===== src/rtl/enc_pkg.sv =====
// Shared types and constants for the one-hot request encoder.
package enc_pkg;

  localparam int N_REQ  = 4;
  localparam int CODE_W = $clog2(N_REQ);

  typedef logic [CODE_W-1:0] code_t;

  // EMPTY: no code presented; FULL: out holds a code not yet accepted.
  typedef enum logic {
    EMPTY = 1'b0,
    FULL  = 1'b1
  } state_t;

endpackage


===== src/rtl/onehot_req_pick.sv =====
// Combinational pick of one request line from a candidate set, searching
// upward from a start index and wrapping modulo N_REQ.
module onehot_req_pick
  import enc_pkg::*;
(
  input  logic [N_REQ-1:0] cand,
  input  code_t            start,
  output logic             any,
  output code_t            g
);

  code_t idx;
  logic  found;

  // NOTE: combinational blocks use blocking '=' and assign every output a
  // default before any branch, so no path leaves a value held (no latch).
  always_comb begin
    found = 1'b0;
    g     = '0;
    idx   = '0;
    for (int k = 0; k < N_REQ; k++) begin
      idx = start + code_t'(k);
      if (!found && cand[idx]) begin
        found = 1'b1;
        g     = idx;
      end
    end
    any = found;
  end

endmodule


===== src/rtl/onehot_req_encoder.sv =====
// Registered 4-line request encoder with valid/ready output handshake.
// Define ONEHOT_ENC_RR_EN for round-robin selection; default is fixed priority.
module onehot_req_encoder
  import enc_pkg::*;
(
  input  logic             clk,
  input  logic             rst,
  input  logic [N_REQ-1:0] in,
  output code_t            out,
  output logic             out_valid,
  input  logic             out_ready,
  output logic [N_REQ-1:0] pending,
  output logic             ovf
);

  state_t           state_q, state_d;
  code_t            out_q, out_d;
  logic [N_REQ-1:0] pend_q, pend_d;
  logic             ovf_q, ovf_d;

  logic [N_REQ-1:0] cand;
  logic [N_REQ-1:0] grant_mask;
  logic             any;
  logic             load;
  code_t            g;
  code_t            start;

`ifdef ONEHOT_ENC_RR_EN
  code_t ptr_q, ptr_d;

  assign start = ptr_q;

  always_comb begin
    ptr_d = ptr_q;
    if (load) ptr_d = g + code_t'(1);
  end

  always_ff @(posedge clk) begin
    if (rst) ptr_q <= '0;
    else     ptr_q <= ptr_d;
  end
`else
  assign start = '0;
`endif

  assign cand = pend_q | in;

  onehot_req_pick u_pick (
    .cand  (cand),
    .start (start),
    .any   (any),
    .g     (g)
  );

  assign grant_mask = {{(N_REQ-1){1'b0}}, 1'b1} << g;
  assign load       = any && ((state_q == EMPTY) || out_ready);

  always_comb begin
    state_d = state_q;
    out_d   = out_q;
    pend_d  = cand;
    // A re-strobe on the line being granted is kept pending, not dropped.
    ovf_d   = ovf_q | (|(in & pend_q & ~(load ? grant_mask : '0)));
    if (load) begin
      state_d = FULL;
      out_d   = g;
      pend_d  = cand & ~(grant_mask & ~(in & pend_q));
    end else if ((state_q == FULL) && out_ready) begin
      state_d = EMPTY;
    end
  end

  // NOTE: sequential state uses non-blocking '<=' so every flop samples
  // pre-edge values regardless of statement order.
  always_ff @(posedge clk) begin
    if (rst) begin
      state_q <= EMPTY;
      out_q   <= '0;
      pend_q  <= '0;
      ovf_q   <= 1'b0;
    end else begin
      state_q <= state_d;
      out_q   <= out_d;
      pend_q  <= pend_d;
      ovf_q   <= ovf_d;
    end
  end

  assign out       = out_q;
  assign out_valid = (state_q == FULL);
  assign pending   = pend_q;
  assign ovf       = ovf_q;

endmodule


===== config.mk =====
export PLATFORM = sky130hd
export DESIGN_NAME = onehot_req_encoder
export DESIGN_NICKNAME = d
export VERILOG_FILES = /design/src/rtl/enc_pkg.sv /design/src/rtl/onehot_req_pick.sv /design/src/rtl/onehot_req_encoder.sv
export SDC_FILE = /design/constraint.sdc
export NUM_CORES = 1
export LEC_CHECK = 0
export ABC_AREA = 1
export CAP_MARGIN = 20
export CELL_PAD_IN_SITES_DETAIL_PLACEMENT = 1
export CELL_PAD_IN_SITES_GLOBAL_PLACEMENT = 1
export CORE_UTILIZATION = 25
export DETAILED_ROUTE_END_ITERATION = 10
export DONT_BUFFER_PORTS = 1
export HOLD_SLACK_MARGIN = 0.1
export PLACE_DENSITY = 0.55
export SLEW_MARGIN = 30
export SYNTH_ARGS = -nofsm -noshare
export SYNTH_HDL_FRONTEND = slang
export SYNTH_SLANG_ARGS = --single-unit

===== constraint.sdc =====
create_clock -name clk -period 1.2 [get_ports clk]
set_clock_uncertainty 0.1 [all_clocks]
set_input_delay 0.24 -clock clk [delete_from_list [all_inputs] [get_ports clk]]
set_output_delay 0.24 -clock clk [all_outputs]
set_load 0.02 [all_outputs]

Yosys cells after proc, flatten, opt, wreduce, memory -nomap -nowiden
Index checks and enable logic that the tools add are counted.

storage, ports and cells
  register bits after elaboration = 8
  input bits = 7
  output and inout bits = 8
  logic and storage cells = 37

cells by class
  shift-type cells = 1
  multiplexer cells = 11
  bitwise operators = 10
  reduce and logical (&&, ||, !) cells = 11

operators by type and width
  cell                                              count
  AND 4 bit                                         4
  NOT 4 bit                                         3
  two-way mux 4 bit                                 2
  two-way mux 1 bit                                 7
  logical AND 1 bit                                 5
  two-way mux 2 bit                                 2
  bitwise OR 4 bit                                  1
  OR reduction 4 bit                                1
  << shifter 1 x 2 -> 4 bit (first input constant)  1
  logical NOT 1 bit                                 3
  nonzero test 2 bit                                1
  logical OR 1 bit                                  1
  NOT 1 bit                                         1
  bitwise OR 1 bit                                  1

Logic depth before layout (Yosys ltp)
  depth after elaboration = 17
  depth in mapped cells = 8
  depth with buffers taken out = 8

By module
Synthesis repeated with hierarchy kept, for this count alone.

unflattened totals
  cell total of the unflattened synthesis = 115
  area total of the unflattened synthesis = 708.2 um^2

by module, submodules not included
  module              instances  cells each  area an instance (um^2)  seq. area each (um^2)
  onehot_req_encoder  1          56          389.1                    160.2
  onehot_req_pick     1          59          319.1                    0.0

Worst setup path before layout
OpenSTA, ideal clock, no wires.

  kind = register -> register
  from = register pend_q[0] (netlist: pending[0])
  to = register ovf_q (netlist: ovf)
  setup time = 126 ps
  arrival time = 1,067 ps
  data required time = 974 ps
  setup slack = -93 ps
  cell stages (with the launch flop) = 8
  path buffers = 0
  period minus slack after synthesis = 1,293 ps
  cells stage by stage = dfxtp_1 nor2_4 nand4_2 nand2_2 nor2_1 nor2_2 nor2_1 nor2_1

on the way
  longest elaborated chain between the ends = 17
  elaborated cells between the ends (all ways) = 22
  those cells by class = shift: 1; mux: 8; bitwise: 5; reduce/logical: 8

ends and longest elaborated chain
  item                                                                   RTL line                                            RTL
  from (decl)                                                            onehot_req_encoder.sv:18                            logic [N_REQ-1:0] pend_q, pend_d;
  from (signal assigned)                                                 onehot_req_encoder.sv:84                            pend_q <= pend_d;
  bitwise OR 4 bit                                                       onehot_req_encoder.sv:46                            assign cand = pend_q | in;
  two-way mux 1 bit                                                      onehot_req_pick.sv:23                               if (!found && cand[idx]) begin
  logical NOT 1 bit                                                      onehot_req_pick.sv:23
  logical AND 1 bit                                                      onehot_req_pick.sv:23
  two-way mux 1 bit                                                      onehot_req_pick.sv:23
  logical NOT 1 bit                                                      onehot_req_pick.sv:23
  logical AND 1 bit                                                      onehot_req_pick.sv:23
  two-way mux 1 bit                                                      onehot_req_pick.sv:23
  logical NOT 1 bit                                                      onehot_req_pick.sv:23
  logical AND 1 bit                                                      onehot_req_pick.sv:23
  two-way mux 2 bit / two-way mux 1 bit (equally long branches)          onehot_req_pick.sv:23
  << shifter 1 x 2 -> 4 bit / logical AND 1 bit (equally long branches)  onehot_req_encoder.sv:55, onehot_req_encoder.sv:56
  two-way mux 4 bit                                                      onehot_req_encoder.sv:63                            ovf_d = ovf_q | (|(in & pend_q & ~(load ? grant_mask : '0)));
  NOT 4 bit                                                              onehot_req_encoder.sv:63
  AND 4 bit *                                                            onehot_req_encoder.sv:63
  OR reduction 4 bit *                                                   onehot_req_encoder.sv:63
  bitwise OR 1 bit *                                                     onehot_req_encoder.sv:63
  to (signal assigned)                                                   onehot_req_encoder.sv:85                            ovf_q <= ovf_d;
  to (decl)                                                              onehot_req_encoder.sv:19                            logic ovf_q, ovf_d;

Mark *: on every way between the ends. The rest lies on a longest branch, timed or not.
A chain may end at the register's enable or synchronous reset.

Final worst setup path
  from = register pend_q[1] (netlist: pending[1])
  to = register ovf_q (netlist: ovf)

on the way
  longest elaborated chain between the ends = 15
  elaborated cells between the ends (all ways) = 20
  those cells by class = shift: 1; mux: 7; bitwise: 5; reduce/logical: 7

ends and longest elaborated chain
  item                                                                   RTL line
  bitwise OR 4 bit                                                       onehot_req_encoder.sv:46
  logical AND 1 bit                                                      onehot_req_pick.sv:23
  two-way mux 1 bit                                                      onehot_req_pick.sv:23
  logical NOT 1 bit                                                      onehot_req_pick.sv:23
  logical AND 1 bit                                                      onehot_req_pick.sv:23
  two-way mux 1 bit                                                      onehot_req_pick.sv:23
  logical NOT 1 bit                                                      onehot_req_pick.sv:23
  logical AND 1 bit                                                      onehot_req_pick.sv:23
  two-way mux 2 bit / two-way mux 1 bit (equally long branches)          onehot_req_pick.sv:23
  << shifter 1 x 2 -> 4 bit / logical AND 1 bit (equally long branches)  onehot_req_encoder.sv:55, onehot_req_encoder.sv:56
  two-way mux 4 bit                                                      onehot_req_encoder.sv:63
  NOT 4 bit                                                              onehot_req_encoder.sv:63
  AND 4 bit *                                                            onehot_req_encoder.sv:63
  OR reduction 4 bit *                                                   onehot_req_encoder.sv:63
  bitwise OR 1 bit *                                                     onehot_req_encoder.sv:63

Marked as above.

==> flow_summary.json <==
{
  "synth_cells": 60,
  "status": "finished, violations left",
  "wl_per_cell_um": 11.76,
  "die_y_um": 43.86,
  "maxSlewViolCount": 0,
  "synth.area.top_cells": "dfxtp_1 37%, nand2_1 7.7%, nor2_4 7.7%",
  "grt-ovfl-total": 0,
  "num_vias": 387,
  "h-tree-depth": 1,
  "clockRootBuffer": "clkbuf_4",
  "first_pass_iters": 6,
  "grt_pass1_wl_um": 1656,
  "layout_common_cells": "9 x nand2_1, 8 x inv_1, 8 x nor2_1",
  "worst-setup-path-type": "reg2reg",
  "clk_latency_ns": 0.26,
  "setup_viol": 1,
  "antenna_cells": 0,
  "cap_violations": 0,
  "ys_types": 18,
  "nets": 77,
  "port_buffers": 0,
  "drt_iter0_markers": 4,
  "grt_max_degree": 9,
  "wirelength_um": 988,
  "synth_area_leader_cell": "dfxtp_1",
  "clock.fmax_mhz": 821.9,
  "dp_cells": 81,
  "synth_warnings": 0,
  "maxSlewHeadroom_pct": 82.48,
  "place_hpwl_um": 785.4,
  "fp.dieW_um": 43.86,
  "required_ns": 1.25,
  "clkTransAtPathRegs_ns": 0.06,
  "worstSetupStartpointType": "flip-flop",
  "antenna_found_initial": 0,
  "crit_fanout": 5,
  "grt_usage_pct": 12.36,
  "cts-root-to-sink-buffers": 2,
  "syn-cell-area_um2": 437.9,
  "area.growth.synth_to_final_pct": 23.43,
  "ant_nets": 0,
  "route.detailed.drc": 1,
  "drive_above_1_share_pct": 42.65,
  "cts_inserted_buffers": 3,
  "final_common_cell": "nand2_1",
  "fin_cells": 84,
  "crit_chain": "nor2_4 -> nand2_2 -> nor2_4 -> nand3_2 -> nand2_1 -> nand3_1 -> nor2_1 -> nor2_1",
  "critical_path_arrival_ns": 1.27,
  "hold_viol": 5,
  "die_area_mm2": 0.001923,
  "leakagePower_nw": 0.2683,
  "syn-mean-instance-area_um2": 7.299,
  "cts.sinks": 8,
  "worst_path_largest_cell_delay_ns": 0.33,
  "whs_ns": -0.06172,
  "fillers": 200,
  "post-route-period-util_pct": 101.4,
  "grt_pass1_vias": 396,
  "vias_per_cell": 4.607,
  "multi_input_area_um2": 250.2,
  "tns_ns": -0.01674,
  "finalWeightedCongestion": 0.7278,
  "rows": 14,
  "violations": "design-rule violations, negative hold slack, negative setup slack",
  "setup_slack_ns": -0.01674,
  "fin_crit_ns": 1.217,
  "num_io_pins": 15,
  "tightest_slew_ns": 0.2614,
  "rsz0062_at_grt": "yes",
  "synth_top_area_share_pct": 36.57,
  "critPathCaptureType": "flip-flop",
  "start_util_pct": 27.78,
  "syn-num-nets": 67,
  "p_per_area_mw_per_mm2": 1250,
  "slowest_stage": "dfxtp_2",
  "cts_tree": "yes",
  "min_path_type": "in2reg",
  "regArea_um2": 165.2,
  "coreArea_mm2": 0.001577,
  "synth-seq-cells": 8,
  "place_ws_ns": -0.02307,
  "seq_area_frac_synth_pct": 36.57,
  "peakVddDrop_mv": 0.7067
}
## power breakdown
part           internal, mW  total, mW  switching [mW]  leakage, nW
clock network         0.115      0.213          0.0977       0.0138
registers             0.291      0.320          0.0294       0.0676
logic                0.0565      0.143          0.0863        0.187
## Yosys cell counts
library cell  number
nand2_1            9
a21oi_1            5
a211oi_2           1
nor2_4             3
inv_2              2
inv_1              8
nor2_2             3
nor2_1             8
nand3_2            1
buf_1              1
nand3_1            2
nor3_2             1
o21ai_1            2
dfxtp_1            8
nor3_1             1
nand4_1            1
nand2_2            3
nand4_2            1
## metal layers
| metal | global-route usage (%) | vias to the layer above | share of wire (%) |
|---|---|---|---|
| li1 | - | 205 | - |
| met1 | 15.58 | 168 | 47 |
| met2 | 17.61 | 12 | 43 |
| met3 | 7.500 | 2 | 8.5 |
| met4 | 3.636 | 0 | 1.0 |
| met5 | 0 | - | 0 |
## stage by stage
stage / total power, mW / hold slack, ns / utilization, % / cell area [µm²]
after CTS: 0.6857 / -0.06808 / 34.05 / 536.8
after global routing: 0.7227 / -0.07469 / 34.29 / 540.5
final: 0.6754 / -0.06172 / 34.29 / 540.5
after floorplan: 0.4301 / 0.3024 / - / 447.9
after detailed placement: 0.4668 / 0.2047 / 32.30 / 509.2
after global placement: 0.4642 / 0.2056 / 32.30 / 509.2
## cell type report
class | count | area share [%]
timing repair buffer | 6 | 8.333
inverter | 10 | 6.944
sequential | 8 | 30.56
clock buffer | 3 | 4.167
multi-input combinational | 41 | 46.30
tap | 16 | 3.704
## worst paths after layout
path                   start          to  slack, ns  cells past startpoint
setup / recovery  pending[1]         ovf      -0.02                      8
hold / removal           rst  pending[2]      -0.06                      1
setup reg to reg  pending[1]         ovf      -0.02                      8
hold reg to reg    out_valid   out_valid       0.46                      2
## sequential cells by signal, summed over array words and instances, names as in the netlist
register   count
out            2
out_valid      1
ovf            1
pending        4
## critical path: cells and delay by family, from the launching register on
family / cells / cell delay, ns
and+or+nand+nor: 8 / 0.67
DFF: 1 / 0.33
## logic make-up (layout without fill, tap and decap cells)
kind of cell    count (synthesis)  in the layout  synth area share, %
simple gates                   33             33                43.14
buf+inv                        11             19                9.429
compound gates                  8              8                10.86
flops                           8              8                36.57
## repair_timing
action | CTS | global route
buffers inserted | 0 | 0
resized for setup | 1 | 1
setup endpoints to repair | 3 | 4
hold endpoints to repair | 8 | 8
Power figures use the tool's default switching activity.
